$ cat config.mk
export PLATFORM = sky130hd
export DESIGN_NAME = shift_seq_ctrl
export DESIGN_NICKNAME = d
export VERILOG_FILES = /design/src/rtl/shift_seq_ctrl.sv
export SDC_FILE = /design/constraint.sdc
export NUM_CORES = 1
export LEC_CHECK = 0
export CORE_UTILIZATION = 40
export CTS_BUF_LIST = sky130_fd_sc_hd__clkbuf_8
export CTS_CLUSTER_SIZE = 12
export DETAILED_ROUTE_END_ITERATION = 8
export SYNTH_ARGS = -nofsm -noshare
export SYNTH_HDL_FRONTEND = slang
export SYNTH_SLANG_ARGS = --single-unit
$ cat constraint.sdc
create_clock -name clk -period 1.7 [get_ports clk]
set_input_delay 0.51 -clock clk [delete_from_list [all_inputs] [get_ports clk]]
set_output_delay 0.51 -clock clk [all_outputs]
set_load 0.005 [all_outputs]
$ cat src/rtl/shift_seq_ctrl.sv
// Word-to-serial sequencer: parallel word in, one bit per clk through a DEPTH-stage delay line.
// Latency: bit i appears on ser_q i+DEPTH cycles after the accept edge; done marks the last bit.
// Backpressure: in_ready is high only in IDLE, so there is one word in flight; flush aborts it.
// Build option: define MSB_FIRST_EN to emit in_data[WIDTH-1] first (default emits in_data[0] first).
module shift_seq_ctrl #(
  parameter int WIDTH = 8,
  parameter int DEPTH = 2
) (
  input  logic             clk,
  input  logic             rst_n,
  input  logic             in_valid,
  output logic             in_ready,
  input  logic [WIDTH-1:0] in_data,
  input  logic             flush,
  output logic             ser_q,
  output logic             ser_en,
  output logic             busy,
  output logic             done
);

  localparam int CW = $clog2(WIDTH + 1);

  typedef enum logic [1:0] {
    IDLE  = 2'd0,
    SHIFT = 2'd1,
    DRAIN = 2'd2
  } state_t;

  state_t           state;
  logic [WIDTH-1:0] shreg;
  logic [CW-1:0]    cnt;

  // One bit per stage; index DEPTH-1 is the stage that drives the outputs.
  logic [DEPTH-1:0] d_chain;
  logic [DEPTH-1:0] v_chain;
  logic [DEPTH-1:0] l_chain;

  logic push_v;
  logic push_d;
  logic push_l;
  logic out_done;
  logic cur_bit;

`ifdef MSB_FIRST_EN
  assign cur_bit = shreg[WIDTH-1];
`else
  assign cur_bit = shreg[0];
`endif

  // Value entering stage 0 this cycle: a real bit while shifting, a bubble otherwise.
  always_comb begin
    push_v = (state == SHIFT);
    push_d = push_v & cur_bit;
    push_l = push_v & (cnt == CW'(WIDTH - 1));
  end

  assign out_done = v_chain[DEPTH-1] & l_chain[DEPTH-1];

  // Sequencer FSM: owns the state, the shifter and the pushed-bit counter.
  always_ff @(posedge clk or negedge rst_n) begin
    if (!rst_n) begin
      state <= IDLE;
      shreg <= '0;
      cnt   <= '0;
    end else if (flush) begin
      state <= IDLE;
      shreg <= '0;
      cnt   <= '0;
    end else begin
      case (state)
        IDLE: begin
          if (in_valid) begin
            state <= SHIFT;
            shreg <= in_data;
            cnt   <= '0;
          end
        end
        SHIFT: begin
`ifdef MSB_FIRST_EN
          shreg <= {shreg[WIDTH-2:0], 1'b0};
`else
          shreg <= {1'b0, shreg[WIDTH-1:1]};
`endif
          cnt <= cnt + CW'(1);
          // The push happening on this edge is the last one of the word.
          if (cnt == CW'(WIDTH - 1)) begin
            state <= DRAIN;
          end
        end
        DRAIN: begin
          // Leave as soon as the last bit has been presented on the outputs.
          if (out_done) begin
            state <= IDLE;
          end
        end
        default: state <= IDLE;
      endcase
    end
  end

  // Delay line: every stage copies its predecessor each cycle, stage 0 takes the push.
  always_ff @(posedge clk or negedge rst_n) begin
    if (!rst_n) begin
      d_chain <= '0;
      v_chain <= '0;
      l_chain <= '0;
    end else if (flush) begin
      d_chain <= '0;
      v_chain <= '0;
      l_chain <= '0;
    end else begin
      for (int k = DEPTH - 1; k > 0; k--) begin
        d_chain[k] <= d_chain[k-1];
        v_chain[k] <= v_chain[k-1];
        l_chain[k] <= l_chain[k-1];
      end
      d_chain[0] <= push_d;
      v_chain[0] <= push_v;
      l_chain[0] <= push_l;
    end
  end

  // Outputs come straight from state and the final stage; data is gated by valid.
  always_comb begin
    in_ready = (state == IDLE);
    busy     = (state != IDLE);
    ser_en   = v_chain[DEPTH-1];
    ser_q    = d_chain[DEPTH-1] & v_chain[DEPTH-1];
    done     = out_done;
  end

endmodule

Word-level counts from Yosys, hierarchy flattened
Cells that the tools add are included.
Operators by class
  $add $sub $neg: 1
  equal/unequal tests: 6
  muxes and demuxes: 14
  bitwise operators: 4
  reduce and logical (&&, ||, !) cells: 5
Operator list (count)
  8-bit 2-to-1 mux: 2
  8-bit one-hot mux with 2 select lines: 1
  2-bit 2-to-1 mux: 7
  4-bit 2-to-1 mux: 2
  4-bit one-hot mux with 2 select lines: 1
  3-bit by 2-bit != test with 1-bit output, second input constant: 2
  2-bit one-hot mux with 3 select lines: 1
  4-bit by 1-bit adder with 4-bit output, second input constant: 1
  1-bit AND: 4
  4-bit by 3-bit equality test with 1-bit output, second input constant: 1
  3-bit != test, second input constant: 1
  3-bit AND reduction: 1
  3-bit nonzero test: 1
  2-bit by 1-bit equality test with 1-bit output, second input constant: 1
  2-bit equality test, second input constant: 1
  2-bit zero test: 1
  2-bit AND reduction: 1
  2-bit nonzero test: 1
Storage, ports and cells
  bits in registers: 20
  bits of input ports: 12
  word-level logic and storage cells: 36

Logic depth before layout (Yosys ltp)
  depth after elaboration: 4
  mapped depth: 5
  mapped depth without buffers: 4

Worst setup path before layout
OpenSTA, ideal clock, no wires.
  kind: register -> register
  from: register state[1]
  to: register cnt[0]
  arrival: 1.244 ns
  path slack: 0.331 ns
  stages on the path, launching flop included: 5
  path buffers: 1
  clock period less this slack: 1.369 ns
  path through: dfrtp_1 > o21bai_2 > and2_4 > buf_6 > mux2_4
Between the ends
  word-level cells in the longest chain between the ends: 3
  elaborated cells between the ends (all ways): 7
RTL lines
  start, declared: RTL line 29  | state_t state;
  start signal, assigned: RTL line 62  | state <= IDLE;
  start signal, assigned: RTL line 66  | state <= IDLE;
  start signal, assigned: RTL line 73  | state <= SHIFT;
  2-bit by 1-bit equality test with 1-bit output or 2-bit zero test (tied branches): RTL line 70  | case (state)
  4-bit one-hot mux with 2 select lines (tied with other cells): RTL line 70
  4-bit 2-to-1 mux or 2-bit AND reduction (tied branches)
  end signal, assigned: RTL line 84  | cnt <= cnt + CW'(1);
  end, declared: RTL line 31  | logic [CW-1:0] cnt;
Several ways; a longest one is shown, not always the timed one.
A chain may end at the register's enable or synchronous reset.

Worst setup path after layout
  from: register v_chain[1]
  to: output ser_q
Between the ends
  word-level cells in the longest chain between the ends: 1
RTL lines
  start, declared: RTL line 35  | logic [DEPTH-1:0] v_chain;
  start signal, assigned by index: RTL line 114  | v_chain[k] <= v_chain[k-1];
  1-bit AND: RTL line 128  | ser_q = d_chain[DEPTH-1] & v_chain[DEPTH-1];
  end, declared: RTL line 15  | output logic ser_q,
No other way between the ends.

==> results.tsv <==
stage	metric	value	unit
status	status	finished, final reports clean	
critical_path	cp-start-kind	flip-flop	
global_route	grt_pass1_vias	618	
sta	maxSlewViolCount	0	
sta	final-hold-violation-count	0	
logic_synthesis	synth_edf_count	0	
clocking	root_buffer	clkbuf_8	
sta	slew-limit-headroom	0.7946	
critical_path	end_kind	primary output	
clocking	numClockSinks	20	
route	antenna_left	0	
sta	max_freq	604.7	MHz
critical_path	crit_type	flip-flop to primary output	
clocking	clockBufferDepth	2	
sta	whs	467.2	ps
route	first_iter_violations	14	
route	num_vias	619	
critical_path	cp.required	1190	ps
job	maxCapViolations	0	
logic_synthesis	syn_inst	72	
route	viasPerCell	4.952	
logic_synthesis	synth_area	928.4	µm²
logic_synthesis	postSynthAreaPerCell	12.89	µm²
die	num_rows	17	
min_path	min_path_type	flip-flop to flip-flop	
global_route	grt_max_degree	21	
place	routabilityCongestion	0.6911	
die	fp.coreArea	0.002191	mm²
clocking	clk_pin_slew	70	ps
clocking	cts_tree	built	
sta	post-route-period-util	0.9728	
cells_and_area	final_cells	125	
power_and_ir_drop	p_per_area	772.3	mW/mm²
route	drc	0	
critical_path	critPathMaxFanout	3	
cells_and_area	layout_commonest_cell	dfrtp_1	
power_and_ir_drop	cellLeakagePower	0.0006210	µW
power_and_ir_drop	vdd_drop_max	0.4599	mV
cells_and_area	diodes	0	
logic_synthesis	ys_dominant_reg_cell	dfrtp_1	
die	die_w	50.18	µm
sta	fin_worst_skew	0.9587	ps
clocking	htreeDepth	1	
place	place_inst	120	
clocking	cts_hold_buf	0	
route	drtPass1Iterations	4	
sta	tightest_slew	303.8	ps
place	dp_hpwl	1146	µm
critical_path	arrival	1140	ps
critical_path	rrSetupSlack	340	ps
sta	finalSetupViolCount	0	
die	io_pins	17	
cells_and_area	final_cell_mix	dfrtp_1, clkdlybuf4s50_1, buf_4	
sta	layout_min_cycle_time	1654	ps
cells_and_area	nNetsFinal	112	
cells_and_area	final_util	0.5540	
logic_synthesis	synth.net_count	85	
die	die_h	50.18	µm
route	drt-total-wl	1588	µm
logic_synthesis	ys_seq_area_frac	0.5391	
sta	rsz0062_at_grt	false	
global_route	grt_pass1_wl	2739	µm
logic_synthesis	ys_warn_count	0	
clocking	numCtsBuffers	3	
place	place.port_buffers	16	
global_route	overflow	0	
die	initial_utilization	0.4238	
logic_synthesis	synth_cell_type_count	28	
global_route	antenna_found_initial	0	
global_route	global_route.usage.total	0.1398	
logic_synthesis	synth_async_sr_flop_share	1.000	
die	die_area	0.002518	mm²
route	avgRoutedWirePerCell	12.70	µm
clocking	clock_latency	250	ps
cells_and_area	drive_gt1_frac	0.2784	
logic_synthesis	yosys_register_bits	20	
cells_and_area	fillCellCount	208	
power_and_ir_drop	power.total	937.3	µW
cells_and_area	areaGrowthSynthToFinish	30.73	%
critical path, cell delays in order, from the launching register on:
cell and delay, ps:
dfrtp_1 390, buf_4 130, and2_1 120, dlygate4sd2_1 250
synthesized netlist by cell type (all sizes together) (2+ instances only):
master	n	area [µm²]
nor2	3	11.26
nand3	5	25.02
a22o	8	72.57
nand3b	2	15.01
nor4b	2	32.53
dfrtp	20	500.5
nor2b	3	18.77
and2	4	27.53
nor3	2	10.01
buf	3	30.03
inv	2	7.510
a21o	7	58.80
cell type report:
type                            count  area (µm²)  share of cell area
Timing Repair Buffer               25       236.5              0.1948
Tap cell                           28       35.03             0.02887
Sequential cell                    20       500.5              0.4124
Clock buffer                        3       41.29             0.03402
Inverter                            2       7.507            0.006186
Multi-Input combinational cell     47       392.9              0.3237
cells by family after synthesis:
group	Yosys count	synth area share
compound gates	19	0.1860
mux	2	0.02695
fa+ha+maj	1	0.01347
flops	20	0.5391
simple gates	25	0.1941
buf+inv	5	0.04044
what timing repair did:
action,in CTS,in global routing
pin swaps,1,0
gates resized for setup,5,1
endpoints found under the setup margin,4,1
setup buffers,1,1
path summary, 6_finish.rpt:
path                       cells past startpoint        from         end
max                                            3  v_chain[1]       ser_q
min                                            1  l_chain[0]  l_chain[1]
max reg2reg                                    4    state[1]      cnt[0]
min reg2reg                                    1  l_chain[0]  l_chain[1]
max in group asynchronous                      2       rst_n    shreg[0]
min in group asynchronous                      2       rst_n  l_chain[0]
stage by stage:
step / cell area, µm² / setup TNS [ps] / worst slack (ps)
after floorplan: 928.4 / 0 / 330.5
after global placement: 1159 / -1467 / -172.7
after detailed placement: 1159 / -1812 / -199.2
after CTS: 1205 / 0 / 16.92
after global routing: 1214 / 0 / 1.800
final: 1214 / 0 / 46.21
per-layer routing:
metal | routed length [µm] | vias to the layer above | track usage
met5 | 0 | - | 0
met4 | 0 | 0 | 0.04286
met3 | 54 | 0 | 0.03030
met2 | 727 | 11 | 0.2178
met1 | 806 | 295 | 0.1930
li1 | - | 313 | -
where the power goes:
group | total (µW) | switching, µW | internal (µW)
sequential | 506 | 11.0 | 495
clock | 302 | 145 | 157
combinational | 129 | 53.3 | 76.0
state kept, by name, indices dropped and copies added, names as in the netlist:
name and cells:
state 2, v_chain 2, d_chain 2, shreg 8, l_chain 2, cnt 4
No activity file was read; power rests on OpenSTA's default activity.
